===== src/rtl/fir_seq_ctrl.sv =====
// rtl/fir_seq_ctrl.sv - pin strobe sequencer feeding coefficient loads and samples into a FIR
// Turns a slow async strobe into single-cycle FIR transfers and captures the result after latency.
module fir_seq_ctrl #(
  parameter int NUM_TAPS    = 4,
  parameter int FIR_LATENCY = 2,
  parameter int DATA_W      = 8,
  parameter int OUT_W       = 14,
  localparam int IDX_W      = $clog2(NUM_TAPS),
  localparam int CNT_W      = $clog2(FIR_LATENCY + 1)
) (
  input  logic              clk,
  input  logic              rst_n,
  input  logic              ena,
  input  logic [DATA_W-1:0] din,
  input  logic              strobe,
  input  logic              mode,
  output logic [DATA_W-1:0] fir_x,
  output logic              fir_tvalid,
  output logic              fir_set_coeffs,
  input  logic [OUT_W-1:0]  fir_y,
  output logic [OUT_W-1:0]  y_out,
  output logic              y_valid,
  output logic              coeffs_ready,
  output logic [IDX_W-1:0]  coeff_idx,
  output logic              busy,
  output logic              err_nocoef,
  output logic              err_overrun
);

  typedef enum logic [1:0] {S_IDLE, S_WAIT, S_CAPTURE} state_t;

  localparam logic [IDX_W-1:0] LAST_IDX = IDX_W'(NUM_TAPS - 1);
  localparam logic [CNT_W-1:0] CNT_INIT = CNT_W'(FIR_LATENCY - 1);

  state_t             state_q, state_d;
  logic               sync1_q, sync2_q, sync3_q;
  logic [CNT_W-1:0]   cnt_q, cnt_d;
  logic [DATA_W-1:0]  fir_x_d;
  logic               fir_tvalid_d, fir_set_coeffs_d;
  logic [OUT_W-1:0]   y_out_d;
  logic               y_valid_d;
  logic               coeffs_ready_d;
  logic [IDX_W-1:0]   coeff_idx_d;
  logic               err_nocoef_d, err_overrun_d;
  logic               strobe_event;

  // sync3 exists only to detect the rising edge of the synchronized strobe
  assign strobe_event = sync2_q & ~sync3_q & ena;
  assign busy         = (state_q == S_WAIT) || (state_q == S_CAPTURE);

  always_ff @(posedge clk or negedge rst_n) begin
    if (!rst_n) begin
      state_q        <= S_IDLE;
      sync1_q        <= 1'b0;
      sync2_q        <= 1'b0;
      sync3_q        <= 1'b0;
      cnt_q          <= '0;
      fir_x          <= '0;
      fir_tvalid     <= 1'b0;
      fir_set_coeffs <= 1'b0;
      y_out          <= '0;
      y_valid        <= 1'b0;
      coeffs_ready   <= 1'b0;
      coeff_idx      <= '0;
      err_nocoef     <= 1'b0;
      err_overrun    <= 1'b0;
    end else begin
      state_q        <= state_d;
      sync1_q        <= strobe;
      sync2_q        <= sync1_q;
      sync3_q        <= sync2_q;
      cnt_q          <= cnt_d;
      fir_x          <= fir_x_d;
      fir_tvalid     <= fir_tvalid_d;
      fir_set_coeffs <= fir_set_coeffs_d;
      y_out          <= y_out_d;
      y_valid        <= y_valid_d;
      coeffs_ready   <= coeffs_ready_d;
      coeff_idx      <= coeff_idx_d;
      err_nocoef     <= err_nocoef_d;
      err_overrun    <= err_overrun_d;
    end
  end

  always_comb begin
    state_d          = state_q;
    cnt_d            = cnt_q;
    fir_x_d          = fir_x;
    fir_tvalid_d     = 1'b0;
    fir_set_coeffs_d = 1'b0;
    y_out_d          = y_out;
    y_valid_d        = 1'b0;
    coeffs_ready_d   = coeffs_ready;
    coeff_idx_d      = coeff_idx;
    err_nocoef_d     = err_nocoef;
    err_overrun_d    = err_overrun;

    case (state_q)
      S_IDLE: begin
        if (strobe_event) begin
          if (mode) begin
            fir_tvalid_d     = 1'b1;
            fir_set_coeffs_d = 1'b1;
            fir_x_d          = din;
            // Starting a new set invalidates the old one until it is complete
            if (coeff_idx == '0) coeffs_ready_d = 1'b0;
            if (coeff_idx == LAST_IDX) begin
              coeff_idx_d    = '0;
              coeffs_ready_d = 1'b1;
            end else begin
              coeff_idx_d = coeff_idx + 1'b1;
            end
          end else if (!coeffs_ready || coeff_idx != '0) begin
            err_nocoef_d = 1'b1;
          end else begin
            fir_tvalid_d = 1'b1;
            fir_x_d      = din;
            cnt_d        = CNT_INIT;
            state_d      = S_WAIT;
          end
        end
      end
      S_WAIT: begin
        if (strobe_event) err_overrun_d = 1'b1;
        if (cnt_q == '0) state_d = S_CAPTURE;
        else             cnt_d   = cnt_q - 1'b1;
      end
      S_CAPTURE: begin
        if (strobe_event) err_overrun_d = 1'b1;
        y_out_d   = fir_y;
        y_valid_d = 1'b1;
        state_d   = S_IDLE;
      end
      default: state_d = S_IDLE;
    endcase
  end

endmodule


===== config.mk =====
export PLATFORM = sky130hd
export DESIGN_NAME = fir_seq_ctrl
export DESIGN_NICKNAME = d
export VERILOG_FILES = /design/src/rtl/fir_seq_ctrl.sv
export SDC_FILE = /design/constraint.sdc
export NUM_CORES = 1
export LEC_CHECK = 0
export BUFFER_PORTS_ARGS = -buffer_cell sky130_fd_sc_hd__buf_4
export CORE_UTILIZATION = 51
export CTS_CLUSTER_DIAMETER = 80
export CTS_CLUSTER_SIZE = 12
export DETAILED_ROUTE_END_ITERATION = 16
export HOLD_SLACK_MARGIN = 0.05
export PLACE_DENSITY = 0.83
export SKIP_CTS_REPAIR_TIMING = 1
export SLEW_MARGIN = 20
export SYNTH_ARGS = -nofsm -noshare
export SYNTH_HDL_FRONTEND = slang
export SYNTH_SLANG_ARGS = --single-unit

===== constraint.sdc =====
create_clock -name clk -period 3.9 [get_ports clk]
set_input_delay 0 -clock clk [delete_from_list [all_inputs] [get_ports clk]]
set_output_delay 0 -clock clk [all_outputs]
set_load 0.02 [all_outputs]

# After elaboration in Yosys (flattened, before gate mapping)
# Index checks and enable logic that the tools add are counted.
# totals
regBits,37
in_bits,27
output_inout_bits,31
word_cells,66
# classes
n_addsub,2
eq_ne,9
n_mux,20
n_bitwise,4
reduce_logical,17
# ops
cell,count
$mux 8,2
$mux 2,6
$reduce_and 4->1,3
$mux 1,10
$ne 2x2->1 const B,5
$pmux 2 s2,2
$logic_not 2->1,3
$reduce_and 3->1,2
$reduce_bool 2->1,3
$reduce_and 5->1,1
$eq 2x2->1 const B,2
$add 2x1->2 const B,1
$and 1x1->1,2
$eq 2x1->1 const B,1
$logic_or 1x1->1,2
$ne 2x1->1 const B,1
$not 1->1,2
$reduce_and 2->1,1
$reduce_or 2->1,1
$sub 2x1->2 const B,1
$logic_not 1->1,1

# Longest topological paths before layout
# depth
depth_word,6
depth_mapped,6
depth_no_buf,6

# Worst setup path after synthesis
# Ideal clock, no wire load.
# synth_path
kind,reg2reg
from,register state_q[0]
to,register fir_x[0]
setup_ns,0.125
arrival_ns,1.510
required_time_ns,3.775
path_slack_ns,2.265
stages_incl_launch_ff,6
path_buffers,0
period_less_slack_ns,1.635
path_cell_list,dfrtp_1 > inv_1 > ha_1 > inv_1 > nor3_4 > mux2_2
# synth_via
elab_chain_len,2
# synth_rtl
item,line,text
start: declaration,35,"state_t state_q, state_d;"
start signal: assignment,68,state_q <= state_d;
$logic_not 2->1,98,case (state_q)
$reduce_and 3->1 (no line),--,
end signal: assignment,73,fir_x <= fir_x_d;
end: declaration,17,"output logic [DATA_W-1:0] fir_x,"
# No other way between the ends.
# A chain may end at the register's enable or synchronous reset.

# Worst setup path in the final report
# layout_path
from,register state_q[0]
to,register fir_x[6]
# The elaborated chain is that of the path after synthesis.

==> run metrics <==
outcome=finished with violations; failing checks=design-rule violations; ANT nets after route=0; register area share after synthesis=60.31%; Syn Nets=142; Post-Synthesis Cells=108; grt ovf=0; placed cell area=0.001997 mm^2; Worst Skew=0.01322 ns; Post-Syn Area=0.001535 mm^2; Post-synth top flop=dfrtp_1; TritonCTS clock tree=built; setup violators final=0; Reg clk slew, reported paths=0.12 ns; Avg Inst Size Synth=14.22 um^2; gpl congestion=0.7126; Tcrit/Tclk final=48.32%; vias=1163; CTS HTree Levels=2; largest fanout on the critical path=9; post-synthesis cell type count=26; DR vias/cell=5.079; Worst Path Arrival=2.13 ns; Core Box Area=0.002805 mm^2; final setup margin=2.016 ns; R2R depth=5; first-pass GRT wire length=4671 um; final hold vios=0; Die W=56.87 um; Wirelength per Cell=14.70 um; top-area cell type share of the netlist area=60.31%; DRC viols=2; clock root cell=clkbuf_4; 1st-pass router iterations=10; max_cap viols=0; chip height=56.87 um; vias in the first global route=1122; flop2flop setup slack=2.02 ns; Sink Count=37; DRT iter0 DRCs=20; Critical Path End Type=flop; clk_lat worst skew=0.36 ns; setup tns final=0 ns; WS Path Type=reg -> reg; RR Endpoint=fir_x[6]; nets=231; power per cell area=756.9 mW/mm^2; number of inserted diodes=0; leading cell types by count after synthesis=dfrtp_1 (37), mux2_2 (23), inv_1 (10), ha_1 (7), a21oi_1 (5); Slew headroom=56.89%; critical path startpoint category=flop; Required @ worst endpoint=4.14 ns; I/O pin cnt=58; port buffer count=57; crit path time final=1.884 ns; total CTS buffers=5; Max Fclk=0.5307 GHz; Hold Crit Class=in -> async; worst-margin pin slew=0.6467 ns; largest area contributor in the netlist=dfrtp_1; DP Worst Slack=2.080 ns; reg2reg start=state_q[0]; EDFF count, synth=0; worst vdd ir=0.5371 mV; Fillers=147; share of cells above drive strength 1=47.47%; Static Leak=0.001109 uW; Design Power=1754 uW; Hold WS=0.1209 ns; ys async rst share=100.0%; Final Instance Area=0.002317 mm^2; Detail Placement HPWL=2152 um; Ys Warns=0; most frequent cell after synthesis=dfrtp_1; pin count of the biggest net entering global routing=38; Initial Util=54.73%; die area=0.003234 mm^2; Synth Register Bits=37; clock tree buffer depth=2; initial antenna violation count=0; GRT Overall Usage=19.81%; RSZ-0062 raised after global routing=false; Layout area overhead=50.94%; top post-synthesis cells by area=dfrtp_1 (60%), mux2_2 (17%), ha_1 (5.7%); site row count=19; Total Wirelength=3367 um; Final Slew Violations=0
## cell type report
| class | count | area (um^2) | area share [%] |
|---|---|---|---|
| sequential | 37 | 925.9 | 39.96 |
| clock buffer | 5 | 37.54 | 1.620 |
| tap | 31 | 38.79 | 1.674 |
| multi-input combinational | 60 | 566.8 | 24.46 |
| timing repair buffer | 83 | 688.2 | 29.70 |
| inverter | 10 | 37.54 | 1.620 |
| clock inverter | 3 | 22.52 | 0.9719 |
## how the worst max path moves through the flow
stage | from | endpoint | slack (ns) | depth (start not counted)
4_1_cts | state_q[0] | fir_x[1] | 2.06 | 5
3_5_place_dp | state_q[0] | fir_x[1] | 2.08 | 5
6_report | state_q[0] | fir_x[6] | 2.02 | 5
5_1_grt | state_q[0] | fir_x[6] | 1.89 | 5
2_1_floorplan | state_q[0] | fir_x[0] | 2.27 | 5
3_3_place_gp | state_q[0] | fir_x[3] | 2.16 | 5
## sequential cells by signal, summed over array words and instances, names as in the netlist, 2 cells and up
signal	cells
y_out	14
fir_x	8
state_q	2
cnt_q	2
coeff_idx	2
## per-stage QoR
| step | cells | util, % |
|---|---|---|
| floorplan | 108 | - |
| global placement | 195 | 71.19 |
| detailed placement | 195 | 71.19 |
| CTS | 203 | 73.33 |
| global route | 229 | 82.60 |
| finish | 229 | 82.60 |
## placed cells by master (no fill, tap or decap)
cell type       n
dfrtp_1        37
clkbuf_4        5
nor2_1          3
a211oi_1        1
inv_1          10
nand3_1         1
ha_1            7
nor3_1          1
a311oi_1        1
and4b_1         1
nor2b_1         1
a31o_2          1
buf_4          57
dlygate4sd3_1  26
a221o_1         1
o21ai_0         2
nand3b_4        1
or3_1           1
o31ai_4         1
a21oi_2         1
o21bai_1        1
nand2b_1        1
a21oi_1         5
o22ai_1         1
nor3_4          1
a21o_2          1
mux2_2         23
nand2_1         3
clkinvlp_4      3
## metal layers
layer / routed length (um) / GRT usage, %
met1: 1393 / 21.26
met2: 1750 / 34.18
met3: 159 / 9.447
met4: 64 / 6.620
met5: 0 / 0
## critical path, cell delays in order, from the launching register on
cell	delay (ns)
dfrtp_1	0.41
inv_1	0.12
ha_1	0.29
inv_1	0.12
nor3_4	0.43
mux2_2	0.39
## kinds of logic (layout without fill, tap and decap cells)
family / count (synthesis) / count (layout) / share of synthesized area (%)
DFF: 37 / 37 / 60.31
muxes: 23 / 23 / 16.87
AOI/OAI and AO/OA: 16 / 16 / 7.988
and+or+nand+nor: 14 / 14 / 6.357
buffers and inverters: 11 / 101 / 2.771
adders and majority gates: 7 / 7 / 5.705
## power by group
part	leakage [uW]	switching, uW	total, uW	internal [uW]
registers	0.000442	105	654	549
logic	0.000643	462	894	432
clock network	0.0000234	136	206	69.6
total	0.00111	703	1750	1050
Power figures use the tool's default switching activity.
